File: src/rtl/tt_um_hoene_frame_sequencer_pkg.sv
// Shared word geometry and sequencer state encoding for the LED frame sequencer.
package tt_um_hoene_frame_sequencer_pkg;

    localparam int unsigned WORD_BITS = 32;
    localparam int unsigned BIT_CNT_W = 5;
    localparam int unsigned IDX_W     = 8;

    typedef enum logic [1:0] {
        StHunt  = 2'd0,
        StSync  = 2'd1,
        StError = 2'd2
    } seq_state_e;

endpackage

File: src/rtl/tt_um_hoene_gap_timer.sv
// Idle-gap detector: counts clocks since the last bit strobe and flags the
// single cycle on which the idle run reaches GAP_CYCLES.
module tt_um_hoene_gap_timer #(
    parameter int unsigned GAP_CYCLES = 64,
    parameter int unsigned GAP_W      = 7
) (
    input  logic clk,
    input  logic rst,
    input  logic bit_valid,
    output logic gap_hit
);

    localparam logic [GAP_W-1:0] GapMax  = GAP_W'(GAP_CYCLES);
    localparam logic [GAP_W-1:0] GapLast = GAP_W'(GAP_CYCLES - 1);

    logic [GAP_W-1:0] gap_cnt_q, gap_cnt_d;

    always_comb begin
        gap_cnt_d = gap_cnt_q;
        if (bit_valid) begin
            gap_cnt_d = '0;
        end else if (gap_cnt_q != GapMax) begin
            gap_cnt_d = gap_cnt_q + GAP_W'(1);
        end
    end

    always_ff @(posedge clk or posedge rst) begin
        if (rst) begin
            gap_cnt_q <= '0;
        end else begin
            gap_cnt_q <= gap_cnt_d;
        end
    end

    // Saturation above GapLast keeps this a one-shot per idle run.
    assign gap_hit = (gap_cnt_q == GapLast) && !bit_valid;

endmodule

File: src/rtl/tt_um_hoene_frame_sequencer.sv
// Word aligner for the decoded LED bitstream: hunts for an idle gap, then
// assembles 32-bit words, counts them per frame and flags frame end / aborts.
module tt_um_hoene_frame_sequencer
    import tt_um_hoene_frame_sequencer_pkg::*;
#(
    parameter int unsigned GAP_CYCLES = 64,
    parameter int unsigned GAP_W      = 7,
    parameter int unsigned MAX_WORDS  = 255
) (
    input  logic                 clk,
    input  logic                 rst,
    input  logic                 bit_valid,
    input  logic                 bit_data,
    input  logic                 error_in,
    output logic                 sync,
    output logic [BIT_CNT_W-1:0] bit_counter,
    output logic [IDX_W-1:0]     word_index,
    output logic [WORD_BITS-1:0] word_data,
    output logic                 word_valid,
    output logic                 frame_end,
    output logic                 word_abort
);

    localparam logic [BIT_CNT_W-1:0] LastBit = BIT_CNT_W'(WORD_BITS - 1);
    localparam logic [IDX_W-1:0]     MaxIdx  = IDX_W'(MAX_WORDS);

    seq_state_e           state_q, state_d;
    logic [BIT_CNT_W-1:0] bit_counter_q, bit_counter_d;
    logic [IDX_W-1:0]     word_index_q, word_index_d;
    logic [WORD_BITS-2:0] shift_q, shift_d;
    logic [WORD_BITS-1:0] word_data_q, word_data_d;
    logic                 word_valid_q, word_valid_d;
    logic                 frame_end_q, frame_end_d;
    logic                 word_abort_q, word_abort_d;
    logic                 gap_hit;

    tt_um_hoene_gap_timer #(
        .GAP_CYCLES (GAP_CYCLES),
        .GAP_W      (GAP_W)
    ) u_gap_timer (
        .clk       (clk),
        .rst       (rst),
        .bit_valid (bit_valid),
        .gap_hit   (gap_hit)
    );

    always_comb begin
        state_d       = state_q;
        bit_counter_d = bit_counter_q;
        word_index_d  = word_index_q;
        shift_d       = shift_q;
        word_data_d   = word_data_q;
        word_valid_d  = 1'b0;
        frame_end_d   = 1'b0;
        word_abort_d  = 1'b0;

        case (state_q)
            StHunt: begin
                if (gap_hit) begin
                    state_d       = StSync;
                    bit_counter_d = '0;
                    word_index_d  = '0;
                    shift_d       = '0;
                end
            end
            StSync: begin
                if (error_in) begin
                    state_d       = StError;
                    bit_counter_d = '0;
                    word_index_d  = '0;
                    shift_d       = '0;
                end else if (bit_valid) begin
                    if (bit_counter_q == LastBit) begin
                        word_data_d   = {shift_q, bit_data};
                        word_valid_d  = 1'b1;
                        bit_counter_d = '0;
                        shift_d       = '0;
                        if (word_index_q < MaxIdx) begin
                            word_index_d = word_index_q + IDX_W'(1);
                        end
                    end else begin
                        shift_d       = {shift_q[WORD_BITS-3:0], bit_data};
                        bit_counter_d = bit_counter_q + BIT_CNT_W'(1);
                    end
                end else if (gap_hit) begin
                    // A partial word is an abort; an empty gap after words closes the frame.
                    if (bit_counter_q != '0) begin
                        word_abort_d = 1'b1;
                    end else if (word_index_q != '0) begin
                        frame_end_d = 1'b1;
                    end
                    bit_counter_d = '0;
                    word_index_d  = '0;
                    shift_d       = '0;
                end
            end
            StError: begin
                state_d       = StHunt;
                bit_counter_d = '0;
                word_index_d  = '0;
                shift_d       = '0;
            end
            default: begin
                state_d       = StHunt;
                bit_counter_d = '0;
                word_index_d  = '0;
                shift_d       = '0;
            end
        endcase
    end

    always_ff @(posedge clk or posedge rst) begin
        if (rst) begin
            state_q       <= StHunt;
            bit_counter_q <= '0;
            word_index_q  <= '0;
            shift_q       <= '0;
            word_data_q   <= '0;
            word_valid_q  <= 1'b0;
            frame_end_q   <= 1'b0;
            word_abort_q  <= 1'b0;
        end else begin
            state_q       <= state_d;
            bit_counter_q <= bit_counter_d;
            word_index_q  <= word_index_d;
            shift_q       <= shift_d;
            word_data_q   <= word_data_d;
            word_valid_q  <= word_valid_d;
            frame_end_q   <= frame_end_d;
            word_abort_q  <= word_abort_d;
        end
    end

    assign sync        = (state_q == StSync);
    assign bit_counter = bit_counter_q;
    assign word_index  = word_index_q;
    assign word_data   = word_data_q;
    assign word_valid  = word_valid_q;
    assign frame_end   = frame_end_q;
    assign word_abort  = word_abort_q;

endmodule
File: config.mk
export PLATFORM = sky130hd
export DESIGN_NAME = tt_um_hoene_frame_sequencer
export DESIGN_NICKNAME = d
export VERILOG_FILES = /design/src/rtl/tt_um_hoene_frame_sequencer_pkg.sv /design/src/rtl/tt_um_hoene_gap_timer.sv /design/src/rtl/tt_um_hoene_frame_sequencer.sv
export SDC_FILE = /design/constraint.sdc
export NUM_CORES = 1
export LEC_CHECK = 0
export CORE_AREA = 2 2 83 85
export CTS_CLUSTER_DIAMETER = 150
export DETAILED_ROUTE_END_ITERATION = 7
export DIE_AREA = 0 0 85 87
export HOLD_SLACK_MARGIN = 0.12
export PLACE_DENSITY = 0.83
export SLEW_MARGIN = 20
export SYNTH_ARGS = -nofsm -noshare
export SYNTH_HDL_FRONTEND = slang
export SYNTH_HIERARCHICAL = 1
export SYNTH_SLANG_ARGS = --single-unit
File: constraint.sdc
create_clock -name clk -period 4.69 [get_ports clk]
set_clock_uncertainty 0.15 [all_clocks]
set_input_delay 0.469 -clock clk [delete_from_list [all_inputs] [get_ports clk]]
set_output_delay 0.469 -clock clk [all_outputs]
set_load 0.01 [all_outputs]
Word-level counts from Yosys, hierarchy flattened
Cells that the tools add are included.
Widths: inputs -> output; s select.
Cells by class
  add/subtract/negate cells: 3
  multipliers: 0
  div/mod/pow operators: 0
  $lt $le $gt $ge: 1
  equality and inequality tests: 8
  shift operators: 0
  mux-type cells: 36
  bitwise logic cells: 1
  reduce and logical (&&, ||, !) cells: 9
Operators with widths (count)
  $mux 31: 4
  $pmux 31 s2: 1
  $mux 8: 5
  $mux 5: 4
  $pmux 8 s2: 1
  $mux 1: 15
  $mux 7: 2
  $pmux 5 s2: 1
  $add 8x1->8 const B: 1
  $lt 8x8->1 const B: 1
  $ne 4x3->1 const B: 2
  $reduce_bool 8->1: 1
  $add 7x1->7 const B: 1
  $eq 7x6->1 const B: 1
  $ne 7x7->1 const B: 1
  $add 5x1->5 const B: 1
  $eq 5x5->1 const B: 1
  $reduce_bool 5->1: 1
  $mux 2: 2
  $ne 2x2->1 const B: 2
  $pmux 2 s2: 1
  $reduce_and 2->1: 2
  $reduce_and 4->1: 1
  $eq 2x1->1 const B: 1
  5 further kinds: 5
Word-level totals
  register bits: 88
  latch bits: 0
  bits in writable memories: 0
  ROM bits: 0
  input bits: 5
  output and inout port bits: 49
  logic and storage cells: 67
  memories: 0

Logic depth before layout (Yosys ltp)
  word-level depth: 7
  mapped depth: 8
  depth with buffers taken out: 8

Modules after synthesis
The synthesis kept the hierarchy.
By module, submodules not included
  tt_um_hoene_frame_sequencer: instances 1, cells each 238, area an instance 3305.7 um2, seq. area each 2026.9 um2
  tt_um_hoene_gap_timer: instances 1, cells each 40, area an instance 400.4 um2, seq. area each 175.2 um2

Least setup slack after synthesis
Ideal clock, no wire load.
  path kind: register to register
  start point: register bit_counter_q[1], in the netlist bit_counter[1]
  end point: register word_index_q[4], in the netlist word_index[4]
  setup time: 126 ps
  arrival time: 1734 ps
  data required time: 4414 ps
  slack: 2680 ps
  stages on the path, launching flop included: 7
  buffers on the path: 0
  period minus slack after synthesis: 2010 ps
  path through: dfrtp_1 > ha_1 > and3_1 > ha_1 > o21ai_0 > a21o_1 > a221o_1
Between the ends
  word-level cells in the longest chain between the ends: 3
RTL lines
  start: declaration: line tt_um_hoene_frame_sequencer.sv:28  | logic [BIT_CNT_W-1:0] bit_counter_q, bit_counter_d;
  start signal: assignment: line tt_um_hoene_frame_sequencer.sv:124  | bit_counter_q <= bit_counter_d;
  $eq 5x5->1: line tt_um_hoene_frame_sequencer.sv:73  | if (bit_counter_q == LastBit) begin
  $ne 4x3->1 (no line)
  $reduce_and 2->1 (no line)
  end signal: assignment: line tt_um_hoene_frame_sequencer.sv:125  | word_index_q <= word_index_d;
  end: declaration: line tt_um_hoene_frame_sequencer.sv:29  | logic [IDX_W-1:0] word_index_q, word_index_d;
No other way between the ends.
A chain may end at the register's enable or synchronous reset.

Worst setup path after layout
  start point: input port bit_valid
  end point: register word_data_q[28], in the netlist word_data[28]
Between the ends
  word-level cells in the longest chain between the ends: 1
RTL lines
  start: declaration: line tt_um_hoene_frame_sequencer.sv:12  | input logic bit_valid,
  $reduce_and 4->1 (no line)
  end signal: assignment: line tt_um_hoene_frame_sequencer.sv:127  | word_data_q <= word_data_d;
  end: declaration: line tt_um_hoene_frame_sequencer.sv:31  | logic [WORD_BITS-1:0] word_data_q, word_data_d;
No other way between the ends.

==> metrics.yaml <==
run_status:
  status: "finished clean"
min_path:
  hp-class: "in2async"
worst_setup_path:
  arrival_ns: 2.66
  start_kind: "input pin"
  required_ns: 4.77
  path_class: "in2reg"
  crit_path_max_fanout: 33
  setup.worst_path.end_class: "flop"
synth:
  synth_seq_area_share: 0.594
  yosysTopAreaCell: "dfrtp_1"
  avgSynthCellArea_um2: 13.3
  synth_nets: 291
  async_reset_ff_frac: 1.00
  synth_area_um2: 3710
  synth_top_area_frac: 0.594
  syn_inst: 278
  yosys.cell_count.top_type: "dfrtp_1"
  synth_flop_cell: "dfrtp_1"
  yosysWarnings: 6
  synthTopCellsByCount: "dfrtp_1 (88), a22o_1 (32), mux2_2 (26)"
  synthTopCellsByArea: "dfrtp_1 (59%), mux2_2 (7.9%), a22o_1 (7.6%), ha_1 (2.7%), mux2_1 (2.4%)"
  synth.distinct_cells: 48
  ys_seq_elements: 88
  synth-edff-count: 0
global_routing:
  grt_pass1_vias: 2423
  globalRouteOverflowTotal: 0
  grt_pass1_wl_um: 11800
  grt_max_degree: 55
  antenna_found_initial: 0
  grt_usage: 0.207
floorplan:
  core_region_area_um2: 6570
  initial_core_util: 0.564
  die_area_um2: 7400
  fp.dieH_um: 87
  ios: 54
  die_x_um: 85
  fp-row-count: 30
routing:
  routedWlPerCell_um: 17.0
  wl_um: 7080
  via_per_inst: 5.82
  detail-route-antenna-nets: 0
  drc: 0
  drt-initial-drc-count: 179
  vias: 2421
  dr.pass1.iters: 4
timing:
  fin_ws_ns: 2.11
  setup_tns_ns: 0
  slew_violations: 0
  hold_viol_final: 0
  tightest_slew_ns: 0.902
  finalSetupViolations: 0
  period_needed_ns: 2.58
  rsz0062_at_grt: "no"
  min_period_over_period: 0.549
  fmax_mhz: 388
  maxSlewHeadroom: 0.398
final_layout:
  antennaDiodeCount: 0
  drive_above_1_share: 0.182
  final_cell_area_um2: 4510
  final_nets: 344
  area_delta_synth_final_pct: 21.6
clocking:
  cts_buffers: 9
  insertion_delay_ns: 0.35
  cts-root-buf: "clkbuf_8"
  cts-resized-gates: 0
  cts_tree: "done"
  clk_pin_slew_ns: 0.09
  numClockSinks: 88
  htree_levels: 3
  clock_path_buffers: 2
  post_cts_buffers: 0
  hold_buffers: 0
power:
  power_density_nw_per_um2: 321
  vdd_ir_drop_max_mv: 0.207
  p_leak_nw: 2.16
placement:
  dpl_cell_area_um2: 4270
  portBuffers: 53
  dp_hpwl_um: 4760
  place_congestion: 0.815
  dp_slack_ns: 1.60
run:
  maxCapViolCount: 0
==> metal layers <==
metal | vias up | share of wire | GRT usage
li1 | 1108 | - | -
met1 | 1215 | 0.45 | 0.285
met2 | 77 | 0.48 | 0.316
met3 | 21 | 0.049 | 0.0417
met4 | 0 | 0.025 | 0.107
met5 | - | 0 | 0
==> critical path, cell delays in order <==
cell and delay [ns]:
clkdlybuf4s50_1 0.78, and4bb_4 0.42, nand2_2 0.46, mux2_1 0.50
==> report_power, final <==
part	leakage [nW]	total, mW	internal [mW]	switching [mW]
combinational	0.825	0.0830	0.0317	0.0513
sequential	1.23	0.777	0.767	0.0103
clock	0.105	0.585	0.316	0.269
total	2.16	1.45	1.11	0.331
==> kinds of logic after synthesis <==
family | Yosys count | synth area share
flops | 88 | 0.594
compound gates | 59 | 0.132
simple gates | 58 | 0.0915
mux | 36 | 0.110
buf+inv | 25 | 0.0358
fa+ha+maj | 8 | 0.0270
xor+xnor | 4 | 0.00945
==> metrics by stage <==
stage,util,instances,hold slack [ns],power [mW]
2_1_floorplan,-,278,0.122,0.846
6_report,0.686,416,0.246,1.45
3_5_place_dp,0.651,400,0.332,0.876
3_3_place_gp,0.651,400,0.327,0.872
4_1_cts,0.686,416,0.246,1.46
5_1_grt,0.686,416,0.271,1.50
==> registers in the layout, indices dropped and copies added, names as in the netlist <==
register / cells
state_q: 2
bit_counter: 5
word_abort: 1
frame_end: 1
word_valid: 1
word_data: 32
u_gap_timer/gap_cnt_q: 7
shift_q: 31
word_index: 8
==> layout by cell type, fill, tap and decap left out, types with 3 or more instances in the layout <==
cell type	instances
clkdlybuf4s50_1	53
a21oi_1	3
nor3_1	4
clkbuf_8	10
xnor2_1	3
mux2_1	8
nand2b_1	4
o21ai_0	5
nand2_1	8
mux2_2	26
and3_1	4
clkinvlp_4	3
a22o_1	32
nor2_1	15
nand3_1	6
a31oi_1	3
ha_1	8
dfrtp_1	88
inv_1	11
==> final cells by class <==
| class | count | area [um^2] |
|---|---|---|
| Sequential cell | 88 | 2200 |
| Fill cell | 457 | 2060 |
| Multi-Input combinational cell | 165 | 1390 |
| Timing Repair Buffer | 55 | 546 |
| Clock buffer | 10 | 138 |
| Tap cell | 80 | 100 |
| Clock inverter | 6 | 91.3 |
| Inverter | 12 | 46.3 |
==> worst paths after layout <==
path | start | to | slack, ns | cells past startpoint
worst max-delay path | bit_valid | word_data[28] | 2.11 | 4
worst min-delay path | rst | u_gap_timer/gap_cnt_q[2] | 0.25 | 2
worst max register to register | u_gap_timer/gap_cnt_q[0] | shift_q[19] | 2.15 | 7
worst min register to register | word_data[9] | word_data[9] | 0.36 | 1
max in group asynchronous | rst | shift_q[5] | 3.03 | 3
min in group clk | word_data[9] | word_data[9] | 0.36 | 1
No activity file was read; power rests on OpenSTA's default activity.
